$ cat config.mk
export PLATFORM = sky130hd
export DESIGN_NAME = pipeline_sequencer
export DESIGN_NICKNAME = d
export VERILOG_FILES = /design/src/rtl/pipeline_ctrl_pkg.sv /design/src/rtl/pipeline_sequencer_hazard_detect.sv /design/src/rtl/pipeline_sequencer.sv
export SDC_FILE = /design/constraint.sdc
export NUM_CORES = 1
export LEC_CHECK = 0
export CAP_MARGIN = 20
export CORE_UTILIZATION = 52
export DETAILED_ROUTE_END_ITERATION = 10
export DONT_BUFFER_PORTS = 1
export GPL_ROUTABILITY_DRIVEN = 0
export MAX_ROUTING_LAYER = met4
export PLACE_DENSITY = 0.67
export SLEW_MARGIN = 5
export SYNTH_ARGS = -nofsm -noshare
export SYNTH_HDL_FRONTEND = slang
export SYNTH_SLANG_ARGS = --single-unit
$ cat constraint.sdc
create_clock -name CLK -period 4.6 [get_ports CLK]
set_clock_uncertainty 0.15 [all_clocks]
set_input_delay 0.23 -clock CLK [delete_from_list [all_inputs] [get_ports CLK]]
set_output_delay 0.23 -clock CLK [all_outputs]
set_load 0.005 [all_outputs]
$ cat src/rtl/pipeline_ctrl_pkg.sv
// Shared types for the pipeline sequencer: FSM states, register indices and the latch control bundle.
// Pure type/constant package, no logic.
package pipeline_ctrl_pkg;

  typedef logic [4:0] regbits_t;

  typedef enum logic [1:0] {BOOT, RUN, DRAIN, HALTED} seq_state_t;

  typedef struct packed {
    logic pc_en;
    logic ifid_en;
    logic idex_en;
    logic exmem_en;
    logic memwb_en;
    logic ifid_flush;
    logic idex_flush;
    logic exmem_flush;
    logic memwb_flush;
  } ctrl_t;

  localparam ctrl_t CTRL_IDLE = '0;

  localparam ctrl_t CTRL_FLOW = '{pc_en: 1'b1, ifid_en: 1'b1, idex_en: 1'b1, exmem_en: 1'b1,
                                  memwb_en: 1'b1, ifid_flush: 1'b0, idex_flush: 1'b0,
                                  exmem_flush: 1'b0, memwb_flush: 1'b0};

endpackage

$ cat src/rtl/pipeline_sequencer_hazard_detect.sv
// Load-use hazard compare between the EX-stage load and the ID-stage sources.
// Purely combinational, zero latency; no flow control.
module hazard_detect
  import pipeline_ctrl_pkg::*;
(
  input  logic     idex_dREN,
  input  regbits_t idex_rw,
  input  regbits_t ifid_rs,
  input  regbits_t ifid_rt,
  output logic     loaduse
);

  // r0 is hardwired zero, so a load targeting it never creates a dependency.
  assign loaduse = idex_dREN && (idex_rw != '0) &&
                   ((idex_rw == ifid_rs) || (idex_rw == ifid_rt));

endmodule

$ cat src/rtl/pipeline_sequencer.sv
// Hazard/stall controller: latch enables and flushes, PC enable, halt drain, memory watchdog, stall counter.
// Controls are combinational from registered state and live inputs; state, watchdog and counter update per CLK.
module pipeline_sequencer
  import pipeline_ctrl_pkg::*;
#(
  parameter int TIMEOUT = 1024,
  parameter int CNT_W   = 32
) (
  input  logic             CLK,
  input  logic             RST,
  input  logic             ihit,
  input  logic             dhit,
  input  logic             exmem_dREN,
  input  logic             exmem_dWEN,
  input  logic             exmem_branch_taken,
  input  logic             exmem_halt,
  input  logic             id_jump,
  input  logic             idex_dREN,
  input  regbits_t         idex_rw,
  input  regbits_t         ifid_rs,
  input  regbits_t         ifid_rt,
  output logic             pc_en,
  output logic             ifid_en,
  output logic             idex_en,
  output logic             exmem_en,
  output logic             memwb_en,
  output logic             ifid_flush,
  output logic             idex_flush,
  output logic             exmem_flush,
  output logic             memwb_flush,
  output logic             halt,
  output logic             mem_timeout,
  output logic [CNT_W-1:0] stall_count
);

  localparam int WAIT_W = (TIMEOUT > 2) ? $clog2(TIMEOUT) : 1;
  localparam logic [WAIT_W-1:0] WAIT_LAST = WAIT_W'(TIMEOUT - 1);

  seq_state_t        state, state_n;
  ctrl_t             ctrl;
  logic              loaduse;
  logic              dstall;
  logic              run_dstall;
  logic [WAIT_W-1:0] wait_cnt;

  hazard_detect u_hazard_detect (
    .idex_dREN (idex_dREN),
    .idex_rw   (idex_rw),
    .ifid_rs   (ifid_rs),
    .ifid_rt   (ifid_rt),
    .loaduse   (loaduse)
  );

  assign dstall     = (exmem_dREN || exmem_dWEN) && !dhit;
  assign run_dstall = (state == RUN) && dstall;

  always_ff @(posedge CLK or posedge RST) begin
    if (RST) state <= BOOT;
    else     state <= state_n;
  end

  always_comb begin
    state_n = state;
    ctrl    = CTRL_IDLE;
    halt    = 1'b0;
    case (state)
      BOOT: begin
        ctrl.ifid_flush  = 1'b1;
        ctrl.idex_flush  = 1'b1;
        ctrl.exmem_flush = 1'b1;
        ctrl.memwb_flush = 1'b1;
        state_n          = RUN;
      end
      RUN: begin
        ctrl = CTRL_FLOW;
        if (dstall) begin
          // Freeze the front, bubble into WB so the MEM instruction retires exactly once.
          ctrl.pc_en       = 1'b0;
          ctrl.ifid_en     = 1'b0;
          ctrl.idex_en     = 1'b0;
          ctrl.exmem_en    = 1'b0;
          ctrl.memwb_flush = 1'b1;
        end else if (exmem_halt) begin
          ctrl.pc_en       = 1'b0;
          ctrl.ifid_flush  = 1'b1;
          ctrl.idex_flush  = 1'b1;
          ctrl.exmem_flush = 1'b1;
          state_n          = DRAIN;
        end else if (exmem_branch_taken) begin
          ctrl.ifid_flush  = 1'b1;
          ctrl.idex_flush  = 1'b1;
          ctrl.exmem_flush = 1'b1;
        end else if (loaduse) begin
          ctrl.pc_en      = 1'b0;
          ctrl.ifid_en    = 1'b0;
          ctrl.idex_flush = 1'b1;
        end else if (!ihit) begin
          ctrl.pc_en      = 1'b0;
          ctrl.ifid_flush = 1'b1;
        end else if (id_jump) begin
          ctrl.ifid_flush = 1'b1;
        end
      end
      DRAIN: begin
        ctrl.memwb_en    = 1'b1;
        ctrl.ifid_flush  = 1'b1;
        ctrl.idex_flush  = 1'b1;
        ctrl.exmem_flush = 1'b1;
        state_n          = HALTED;
      end
      HALTED: begin
        halt = 1'b1;
      end
      default: begin
        state_n = BOOT;
      end
    endcase
  end

  assign pc_en       = ctrl.pc_en;
  assign ifid_en     = ctrl.ifid_en;
  assign idex_en     = ctrl.idex_en;
  assign exmem_en    = ctrl.exmem_en;
  assign memwb_en    = ctrl.memwb_en;
  assign ifid_flush  = ctrl.ifid_flush;
  assign idex_flush  = ctrl.idex_flush;
  assign exmem_flush = ctrl.exmem_flush;
  assign memwb_flush = ctrl.memwb_flush;

  // Watchdog: saturating count of consecutive data-stall cycles; the flag is sticky.
  always_ff @(posedge CLK or posedge RST) begin
    if (RST) begin
      wait_cnt    <= '0;
      mem_timeout <= 1'b0;
    end else if (run_dstall) begin
      if (wait_cnt == WAIT_LAST) mem_timeout <= 1'b1;
      else                       wait_cnt    <= wait_cnt + WAIT_W'(1);
    end else begin
      wait_cnt <= '0;
    end
  end

  always_ff @(posedge CLK or posedge RST) begin
    if (RST)                           stall_count <= '0;
    else if (state == RUN && !ctrl.pc_en) stall_count <= stall_count + CNT_W'(1);
  end

endmodule

# Word level (Yosys, flattened, before mapping)
# Cells that the tools add are included.
[classes] n_mux=27 reduce_logical=16 n_addsub=2 eq_ne=9
[op_table] operator="$add 32x1->32 const B" count=1
[op_table] operator="$mux 10" count=2
[op_table] operator="$mux 1" count=13
[op_table] operator="$mux 2" count=6
[op_table] operator="$add 10x1->10 const B" count=1
[op_table] operator="$eq 10x10->1 const B" count=1
[op_table] operator="$eq 5x5->1" count=2
[op_table] operator="$mux 3" count=2
[op_table] operator="$ne 2x2->1 const B" count=3
[op_table] operator="$pmux 2 s3" count=1
[op_table] operator="$pmux 3 s2" count=1
[op_table] operator="$logic_and 1x1->1" count=5
[op_table] operator="$reduce_bool 5->1" count=1
[op_table] operator="$eq 2x2->1 const B" count=2
[op_table] operator="$mux 4" count=1
[op_table] operator="$reduce_or 2->1" count=2
[op_table] operator="$reduce_and 3->1" count=1
[op_table] operator="$reduce_bool 3->1" count=1
[op_table] operator="$eq 2x1->1 const B" count=1
[op_table] operator="$logic_not 1->1" count=2
[op_table] operator="$logic_not 2->1" count=1
[op_table] operator="$logic_or 1x1->1" count=2
[op_table] operator="$pmux 1 s2" count=1
[op_table] operator="$reduce_and 2->1" count=1
[totals] elab_cells=58 inputBits=25 out_inout_bits=43 regBits=45

# Logic depth before layout (Yosys ltp)
[logic_depth] depth_word=10 mapped_depth=7 mapped_depth_nobuf=7

# Cells and area by module
# From an unflattened synthesis, not the netlist that was laid out.
[unflattened] cells_unflattened=240 hier_area_um2=2401.1
[by_module_without_submodules] module="pipeline_sequencer" area_per_inst_um2=2275.9 seq_area_each_um2=1126.1 cells_each=223 instances=1
[by_module_without_submodules] module="hazard_detect" area_per_inst_um2=125.1 seq_area_each_um2=0.0 cells_each=17 instances=1

# Worst setup path before layout
# No wires, ideal clock.
[synth_timing] path_kind="reg-to-reg" from="register state[1]" to="register stall_count[26]" arrival_time_ps=1786 n_path_buf=0 setup_time_ps=123 period_less_slack_ps=2059 path_slack_ps=2541 path_stages_with_launch=8 t_required_ps=4327 path_cell_list="dfrtp_1 -> inv_1 -> ha_1 -> inv_1 -> nor4_4 -> nand4_1 -> or3_1 -> xnor2_1"
[synth_via] elab_chain_len=4
[synth_rtl] element="start, declared" line_no="pipeline_sequencer.sv:39" rtl="seq_state_t state, state_n;"
[synth_rtl] element="start signal, assigned" line_no="pipeline_sequencer.sv:59" rtl="else state <= state_n;"
[synth_rtl] element="$eq 2x1->1 (*)" line_no="pipeline_sequencer.sv:66, pipeline_sequencer.sv:145"
[synth_rtl] element="$mux 4" line_no="pipeline_sequencer.sv:66" rtl="case (state)"
[synth_rtl] element="$logic_not 1->1" line_no="pipeline_sequencer.sv:145" rtl="else if (state == RUN && !ctrl.pc_en) stall_count <= stall_count + CNT_W'(1);"
[synth_rtl] element="$logic_and 1x1->1 (*)" line_no="pipeline_sequencer.sv:145"
[synth_rtl] element="end signal, assigned" line_no="pipeline_sequencer.sv:145"
[synth_rtl] element="end, declared" line_no="pipeline_sequencer.sv:33" rtl="output logic [CNT_W-1:0] stall_count"
# Mark *: on every way between the ends. The rest lies on a longest branch, timed or not.
# A chain may end at the register's enable or synchronous reset.

# Final worst setup path
[layout_timing] from="register state[1]" to="register stall_count[3]"
# The elaborated chain is that of the path after synthesis.

==> flow_metrics.tcl <==
set metrics [dict create \
    finalCritPeriodShare 0.523 \
    synth-compound-area-share 0.0559 \
    ios 68 \
    grt_pass1_vias 1788 \
    vias 1798 \
    endpoint_kind "flip-flop" \
    p_int_mw 0.733 \
    cp-startpoint "state[1]$_DFFE_PP0P_" \
    cp_slowest_cell "a311oi_2" \
    rows 25 \
    p_switching_mw 0.372 \
    ant_nets 0 \
    startpoint_type "flip-flop" \
    path_buf_inv 2 \
    power.density_mw_per_mm2 410 \
    power.share.sequential 0.473 \
    use_met3 0.0633 \
    p_leak_nw 1.15 \
    p_comb_frac 0.252 \
    tns_ns 0 \
    root_buffer "clkbuf_8" \
    status "complete, no violations" \
    rsz0062_at_grt "no" \
    clock-sinks 45 \
    cts_inserted_buffers 5 \
    clock_path_buffers 2 \
    postCtsHoldBufs 1 \
    grt_antenna_before_repair 0 \
    synthAdderAreaFrac 0.0396 \
    slew_violations 0 \
    met1_usage 0.284 \
    dr.pass1.iters 4 \
    dp_hpwl_mm 3.58 \
    syn_inst 247 \
    fin_crit_ns 2.40 \
    dieArea_mm2 0.00515 \
    die_y_um 71.7 \
    nets 285 \
    routed_wl_mm 4.81 \
    grt_overflow_total 0 \
    synthXorXnorAreaFrac 0.169 \
    grt_pass1_wl_mm 8.23 \
    use_met2 0.318 \
    cp.arrival_ns 2.43 \
    fin_ws_ns 2.20 \
    n_antenna_cell 0 \
    r2r_slack_ns 2.20 \
    synth_top_family_by_area "simple AND/OR/NAND/NOR gates" \
    syn_area_mm2 0.00253 \
    yosysUniqueCellTypes 43 \
    endpoint "stall_count[3]$_DFFE_PP0P_" \
    crit_family "compound AO/OA/AOI/OAI gates" \
    wl_per_cell_um 15.7 \
    fmax_ghz 0.416 \
    synthSimpleGateAreaFrac 0.254 \
    hp-class "in -> reg" \
    clkLatencyLatePin_ns 0.29 \
    swShare 0.337 \
    syn-num-nets 280 \
    synth-seq-area-share 0.445 \
    hold_depth 2 \
    coreArea_mm2 0.00469 \
    synth-seq-cells 45 \
    worst-path-stages 6 \
    slowest_delay_ns 0.82 \
    yosysWarnings 0 \
    drv_cap 0 \
    tightestPinTransition_ns 0.992 \
    finalHoldViolations 0 \
    criticalPathCategory "reg -> reg" \
    place_ws_ns 2.19 \
    critPathMostFrequentCell "inv_1" \
    required_ns 4.63 \
    grt-busiest-layer "met2" \
    drc 0 \
    r2r-start "state[1]$_DFFE_PP0P_" \
    ir_drop_v 0.000207 \
    synth_edf_count 0 \
    drive_above_1_share 0.119 \
    synthMuxAreaShare 0.0124 \
    area_delta_synth_final_pct 6.63 \
    power.share.clock 0.275 \
    htreeDepth 2 \
    async_reset_ff_frac 1.00 \
    syn_area_per_cell_um2 10.2 \
    port_buffers 0 \
    initial_utilization 0.539 \
    track_usage 0.210 \
    postCtsSetupBuffers 0 \
    fp.dieW_um 71.7 \
    r2r_end "stall_count[3]$_DFFE_PP0P_" \
    cts_resized 0 \
    setup_viol 0 \
    crit_fanout 14 \
    path_cells "inv_1 > ha_1 > inv_1 > a311oi_2 > nand4_1 > xnor2_1" \
    slew_headroom 0.339 \
    cts_tree "done" \
    drt_iter0_drc 98 \
    ff2ff_path_depth 6 \
    fillers 432 \
    via_per_inst 5.86 \
    ys.flop_type "dfrtp_1" \
    path_clk_slew_ns 0.08 \
    grt_start_max_net_pins 46 \
]
-- Yosys cell counts, types with 3 or more instances --
master    n  area, um2
nor3_2    3       30.0
nor3_1    8       40.0
nand2_1  18       67.6
xor2_1   17        149
nand3_1  16       80.1
or4_4     3       33.8
and3_1    6       37.5
inv_1     7       26.3
or3_1     4       25.0
o21ai_0   5       25.0
dfrtp_1  45       1130
nor2_1   26       97.6
xnor2_1  28        245
or2_2     3       18.8
nand4_1  16        100
a21oi_1   3       15.0
ha_1      8        100
-- cells by family after synthesis --
logic type,after synthesis
buffers and inverters,11
XOR/XNOR,47
AO/OA/AOI/OAI,18
multiplexers,3
AND/OR/NAND/NOR,115
flip-flops,45
adder cells (fa/ha/maj),8
-- routing by layer --
layer / vias up / wire length [um]
li1: 876 / -
met1: 862 / 2280
met3: 4 / 269
met2: 56 / 2230
met5: - / 0
met4: 0 / 30
-- power groups by stage --
| stage | logic (mW) | registers [mW] | clock network, mW |
|---|---|---|---|
| 2_1_floorplan | 0.245 | 0.509 | 0 |
| 5_1_grt | 0.321 | 0.534 | 0.328 |
| 3_3_place_gp | 0.274 | 0.530 | 0 |
| 3_5_place_dp | 0.280 | 0.532 | 0 |
| 6_report | 0.278 | 0.523 | 0.304 |
| 4_1_cts | 0.283 | 0.524 | 0.314 |
-- cell usage in the layout (no fill, tap or decap), types with 3 or more instances in the layout --
cell / count
or2_2: 3
ha_1: 8
inv_1: 6
or4_4: 3
a21oi_1: 3
nor3_2: 3
xor2_1: 17
nand4_1: 16
clkbuf_8: 6
nand3_1: 16
nor2_1: 26
nor3_1: 8
or3_1: 4
nand2_1: 18
o21ai_0: 5
and3_1: 6
dfrtp_1: 45
xnor2_1: 28
-- sequential cells by signal, summed over array words and instances, names as in the netlist --
register     cells
stall_count     32
mem_timeout      1
wait_cnt        10
state            2
-- metrics by stage --
stage	hold slack, ns	utilization	area, um2	cells	power [mW]
4_1_cts	0.0917	0.575	2700	307	1.12
3_5_place_dp	0.144	0.548	2570	298	0.813
6_report	0.0971	0.575	2700	307	1.10
5_1_grt	0.0924	0.575	2700	307	1.18
3_3_place_gp	0.148	0.548	2570	298	0.804
2_1_floorplan	0.316	-	2530	247	0.754
-- worst min-delay path by stage --
stage,start,end
6_report,exmem_dREN,mem_timeout$_DFFE_PP0P_
5_1_grt,exmem_dREN,mem_timeout$_DFFE_PP0P_
4_1_cts,exmem_dREN,mem_timeout$_DFFE_PP0P_
3_5_place_dp,RST,stall_count[9]$_DFFE_PP0P_
3_3_place_gp,RST,wait_cnt[6]$_DFFE_PP0N_
2_1_floorplan,mem_timeout$_DFFE_PP0P_,mem_timeout$_DFFE_PP0P_
-- cell type report --
class / count / area (um2) / share of cell area
Clock buffer: 7 / 86.3 / 0.0320
Clock inverter: 1 / 30.0 / 0.0111
Inverter: 7 / 26.3 / 0.00974
Multi-Input combinational cell: 191 / 1340 / 0.498
Sequential cell: 45 / 1130 / 0.418
Tap cell: 54 / 67.6 / 0.0251
Timing Repair Buffer: 2 / 17.5 / 0.00650
(Power assumes the default switching activity.)
